===== src/rtl/serializer_pkg.sv =====
// Shared types and constants for the byte serializer and its bit counter.
package serializer_pkg;

  localparam int DEFAULT_WIDTH = 8;

  localparam logic DIR_MSB_FIRST = 1'b0;
  localparam logic DIR_LSB_FIRST = 1'b1;

  typedef enum logic [1:0] {
    IDLE   = 2'd0,
    SHIFT  = 2'd1,
    PARITY = 2'd2
  } state_t;

endpackage


===== src/rtl/serializer_bit_counter.sv =====
// Loadable up-counter with clear and enable; tc flags the last data bit (WIDTH-1).
module serializer_bit_counter
  import serializer_pkg::*;
#(
  parameter int WIDTH = DEFAULT_WIDTH,
  parameter int CNT_W = $clog2(WIDTH)
) (
  input  logic             clk,
  input  logic             rst,
  input  logic             clear,
  input  logic             load,
  input  logic [CNT_W-1:0] load_value,
  input  logic             enable,
  output logic             tc
);

  logic [CNT_W-1:0] count;

  // NOTE: sequential state is assigned with non-blocking (<=) so every flop
  // samples its inputs from before the edge, independent of statement order.
  always_ff @(posedge clk) begin
    if (rst || clear) begin
      count <= '0;
    end else if (load) begin
      count <= load_value;
    end else if (enable) begin
      count <= count + CNT_W'(1);
    end
  end

  assign tc = (count == CNT_W'(WIDTH - 1));

endmodule


===== src/rtl/byte_serializer.sv =====
// Parallel-to-serial transmitter: valid/ready byte load in, one bit per transfer out.
// Optional trailing even-parity bit when SERIALIZER_PARITY_EN is defined.
module byte_serializer
  import serializer_pkg::*;
#(
  parameter int WIDTH = DEFAULT_WIDTH
) (
  input  logic             clk,
  input  logic             rst,
  input  logic [WIDTH-1:0] din,
  input  logic             dir,
  input  logic             load_valid,
  output logic             load_ready,
  output logic             sout,
  output logic             sout_valid,
  input  logic             sout_ready,
  output logic             sout_last,
  output logic             busy
);

  localparam int CNT_W = $clog2(WIDTH);

  state_t           state, state_next;
  logic [WIDTH-1:0] shift_q;
  logic             dir_q;
  logic             xfer;
  logic             load_fire;
  logic             cnt_tc;
  logic             cnt_en;
`ifdef SERIALIZER_PARITY_EN
  logic             parity_q;
`endif

  assign sout_valid = (state != IDLE);
  assign busy       = (state != IDLE);
  assign xfer       = sout_valid && sout_ready;

`ifdef SERIALIZER_PARITY_EN
  assign sout_last  = (state == PARITY);
`else
  assign sout_last  = (state == SHIFT) && cnt_tc;
`endif

  // A new frame may be loaded in the same cycle the final bit leaves.
  assign load_ready = (state == IDLE) || (xfer && sout_last);
  assign load_fire  = load_valid && load_ready;

  // Holding the counter at its terminal value keeps it from wrapping mid-frame.
  assign cnt_en     = xfer && (state == SHIFT) && !cnt_tc;

  serializer_bit_counter #(
    .WIDTH (WIDTH),
    .CNT_W (CNT_W)
  ) u_bit_counter (
    .clk        (clk),
    .rst        (rst),
    .clear      (load_fire),
    .load       (1'b0),
    .load_value ('0),
    .enable     (cnt_en),
    .tc         (cnt_tc)
  );

  // NOTE: every combinational output gets a default first so no path can
  // leave it unassigned and infer a latch.
  always_comb begin
    state_next = state;
    sout       = 1'b0;
    case (state)
      IDLE: begin
        if (load_fire) state_next = SHIFT;
      end
      SHIFT: begin
        sout = (dir_q == DIR_LSB_FIRST) ? shift_q[0] : shift_q[WIDTH-1];
        if (xfer && cnt_tc) begin
`ifdef SERIALIZER_PARITY_EN
          state_next = PARITY;
`else
          state_next = load_fire ? SHIFT : IDLE;
`endif
        end
      end
`ifdef SERIALIZER_PARITY_EN
      PARITY: begin
        sout = parity_q;
        if (xfer) state_next = load_fire ? SHIFT : IDLE;
      end
`endif
      default: state_next = IDLE;
    endcase
  end

  always_ff @(posedge clk) begin
    if (rst) state <= IDLE;
    else     state <= state_next;
  end

  always_ff @(posedge clk) begin
    if (rst) begin
      shift_q  <= '0;
      dir_q    <= DIR_MSB_FIRST;
`ifdef SERIALIZER_PARITY_EN
      parity_q <= 1'b0;
`endif
    end else if (load_fire) begin
      shift_q  <= din;
      dir_q    <= dir;
`ifdef SERIALIZER_PARITY_EN
      parity_q <= ^din;
`endif
    end else if (xfer && (state == SHIFT)) begin
      if (dir_q == DIR_LSB_FIRST) shift_q <= {1'b0, shift_q[WIDTH-1:1]};
      else                        shift_q <= {shift_q[WIDTH-2:0], 1'b0};
    end
  end

endmodule


===== config.mk =====
export PLATFORM = sky130hd
export DESIGN_NAME = byte_serializer
export DESIGN_NICKNAME = d
export VERILOG_FILES = /design/src/rtl/serializer_pkg.sv /design/src/rtl/serializer_bit_counter.sv /design/src/rtl/byte_serializer.sv
export SDC_FILE = /design/constraint.sdc
export NUM_CORES = 1
export LEC_CHECK = 0
export BUFFER_PORTS_ARGS = -buffer_cell sky130_fd_sc_hd__buf_2
export CORE_UTILIZATION = 50
export CTS_BUF_LIST = sky130_fd_sc_hd__clkbuf_8
export DETAILED_ROUTE_END_ITERATION = 6
export MAX_ROUTING_LAYER = met4
export PLACE_DENSITY = 0.75
export SYNTH_ARGS = -nofsm -noshare
export SYNTH_HDL_FRONTEND = slang
export SYNTH_SLANG_ARGS = --single-unit

===== constraint.sdc =====
create_clock -name clk -period 1.55 [get_ports clk]
set_input_delay 0.0775 -clock clk [delete_from_list [all_inputs] [get_ports clk]]
set_output_delay 0.0775 -clock clk [all_outputs]
set_load 0.1 [all_outputs]

==> metrics.md <==
| Metric | Value |
|---|---|
| GPL Wtd Cong | 0.739 |
| Crit-path cells | ha_4 -> ha_4 -> a21boi_4 -> buf_6 -> inv_4 -> a221oi_2 -> o32ai_1 |
| Sum Neg Setup Slack | -14.7 ps |
| Maximum vdd drop | 0.627 mV |
| R2R cell count | 7 |
| Initial antenna violation count | 0 |
| Cells after Synth | 81 |
| Max Root-Sink Buffers | 2 |
| Final Util | 0.760 |
| Detailed Route WL | 1960 um |
| HPWL Detailed | 1140 um |
| P&R area growth vs syn | 34.5% |
| Worst setup EP type | register |
| Yosys reg bits | 13 |
| # IOs | 18 |
| WHS Path Cells | 3 |
| Max Slew Vio Count | 0 |
| Antenna Cells | 0 |
| Die area | 0.00171 mm^2 |
| Layout fillers | 102 |
| Global route overflow | 0 |
| Worst Path Arrival | 1690 ps |
| Inst Count DP | 108 |
| Leakage | 0.411 nW |
| Chip width | 41.3 um |
| Register area | 267 um^2 |
| Drt pass-1 iters | 4 |
| Final number of setup-violating endpoints | 1 |
| Critical path's largest stage delay | 330 ps |
| Clock-pin slew on the worst setup and hold paths | 60 ps |
| Max_cap viols | 0 |
| Critical path fanouts, max | 4 |
| DR vias | 724 |
| Fin crit share | 1.01 |
| Worst hold margin | 98.0 ps |
| Number of global-route vias before repair | 579 |
| Flop-to-flop setup slack | -10 ps |
| Layout cells sized above 1 | 0.436 |
| Pin count of the biggest net entering global routing | 15 |
| DR vias/cell | 6.24 |
| Drt initial violations | 16 |
| Crit path kind | register to register |
| Syn_nets | 96 |
| Worst slack, placed | -2.30 ps |
| Crit-path most repeated cell | ha_4 |
| Drt wl/cell | 16.9 um |
| Hold Fails Final Rpt | 0 |
| First-pass GRT wire length | 2550 um |
| Commonest non-fill, non-tap cells in the layout | buf_2, nor3_1, dfxtp_1 |
| RSZ-0062 raised after global routing | yes |
| Pwr/cell area | 889 mW/mm^2 |
| Core Footprint | 0.00137 mm^2 |
| Clock Latency Late Sink | 250 ps |
| Worst Hold Class | input port to register |
| Residual DRC | 0 |
| Synth Warn # | 0 |
| Critical path startpoint category | register |
| Die Height | 41.3 um |
| Post-synthesis sequential area ratio | 0.337 |
| Worst rel slew slack | 0.679 |
| Synth Cell Area | 772 um^2 |
| Root buffer cell | clkbuf_8 |
| Number of library cell types mapped by synthesis | 26 |
| Synth Area per Inst | 9.53 um^2 |
| Final net count | 117 |
| Global-route total usage across every layer | 0.246 |
| Violated checks | setup timing |
| FP Rows | 13 |
| Post-route ant nets | 0 |
| Worst Clk Skew | 3.27 ps |
| Inserted Clock Buffers | 3 |
| Slew @ Worst Pin | 484 ps |
| H-Tree Depth | 1 |
| Multi-input logic area | 512 um^2 |
| Crit path max-delay cell type | dfxtp_2 |
| Most common cell after layout, fill and taps aside | buf_2 |
| Final std cells w/o fill | 116 |
| Critical path required time | 1670 ps |
| Final min period | 1560 ps |
| CTS sink cnt | 13 |
| Final worst slack | -14.7 ps |
| Port bufs | 17 |
| Max Clock Freq | 639 MHz |
| Initial core utilization | 0.565 |
| Status | finished, violations left |
| CTS tree | done |
registers in the layout (all words and copies together) (netlist names):
| signal | cells |
|---|---|
| u_bit_counter.count | 3 |
| state | 1 |
| shift_q | 8 |
| dir_q | 1 |
area by class of cell:
class | instances | share of cell area
multi-input combinational | 59 | 0.493
clock inverter | 1 | 0.00361
timing repair buffer | 22 | 0.169
inverter | 2 | 0.0145
timing repair inverter | 1 | 0.00602
clock buffer | 3 | 0.0398
sequential | 13 | 0.257
tap | 15 | 0.0181
synthesized netlist by cell type:
| master | instances | area (um^2) |
|---|---|---|
| mux2i_1 | 3 | 30.0 |
| a311oi_1 | 2 | 17.5 |
| o21bai_1 | 2 | 15.0 |
| clkbuf_8 | 4 | 55.1 |
| o32ai_1 | 6 | 52.6 |
| buf_4 | 1 | 7.51 |
| buf_6 | 2 | 22.5 |
| a21boi_2 | 1 | 11.3 |
| xor2_1 | 1 | 8.76 |
| nand3b_1 | 1 | 7.51 |
| dfxtp_1 | 13 | 260 |
| a21oi_1 | 2 | 10.0 |
| nor2b_1 | 7 | 43.8 |
| mux2_2 | 1 | 11.3 |
| o21ai_0 | 1 | 5.00 |
| nor3_1 | 11 | 55.1 |
| a221oi_1 | 6 | 52.6 |
| and2_1 | 1 | 6.26 |
| nand2b_1 | 7 | 43.8 |
| ha_1 | 2 | 25.0 |
| or2b_1 | 1 | 7.51 |
| nand3_1 | 1 | 5.00 |
| inv_1 | 1 | 3.75 |
| nor2_1 | 1 | 3.75 |
| inv_2 | 1 | 3.75 |
| nand2_1 | 2 | 7.51 |
repair_timing:
action	4_1_cts	5_1_grt
buffers inserted	2	0
pin swaps	1	5
hold buffers	0	0
setup endpoints to repair	1	6
cloned	1	1
resized for setup	1	12
power breakdown:
group / switching (mW) / internal, mW
sequential: 0.0218 / 0.356
clock: 0.127 / 0.175
combinational: 0.144 / 0.0981
metal layers:
layer | share of wire | wire, um | GRT usage | up-vias
met4 | 0.042 | 83 | 0.145 | 0
met2 | 0.45 | 884 | 0.352 | 31
li1 | - | - | - | 347
met3 | 0.054 | 106 | 0.0479 | 11
met5 | 0 | 0 | - | -
met1 | 0.45 | 884 | 0.320 | 335
logic make-up after synthesis:
group                      after synthesis  synth area share
AOI/OAI and AO/OA                       20             0.212
xor gates and xnor gates                 1            0.0113
adders and majority gates                2            0.0324
buffers and inverters                    9             0.120
DFF                                     13             0.337
muxes                                    4            0.0535
and+or+nand+nor                         32             0.233
worst max-delay path, delay by kind of cell, from the launching register on:
kind	cells	cell delay [ps]
AO/OA/AOI/OAI	3	590
buffers and inverters	2	190
flip-flops	1	330
adder cells (fa/ha/maj)	2	320
per-stage QoR:
| step | instance area, um^2 | power, mW |
|---|---|---|
| after CTS | 990 | 0.918 |
| after detailed placement | 916 | 0.603 |
| after global routing | 1040 | 0.964 |
| after floorplan | 837 | 0.565 |
| final | 1040 | 0.923 |
| after global placement | 916 | 0.600 |
final timing paths:
kind / start / to
worst max-delay path: u_bit_counter.count[0]$_SDFFE_PP0P_ / shift_q[6]$_SDFFE_PP0P_
worst min-delay path: dir / dir_q$_SDFFE_PP0P_
worst max register to register: u_bit_counter.count[0]$_SDFFE_PP0P_ / shift_q[6]$_SDFFE_PP0P_
worst min register to register: shift_q[1]$_SDFFE_PP0P_ / shift_q[0]$_SDFFE_PP0P_
Note: power is estimated with default switching activity, not from simulation.
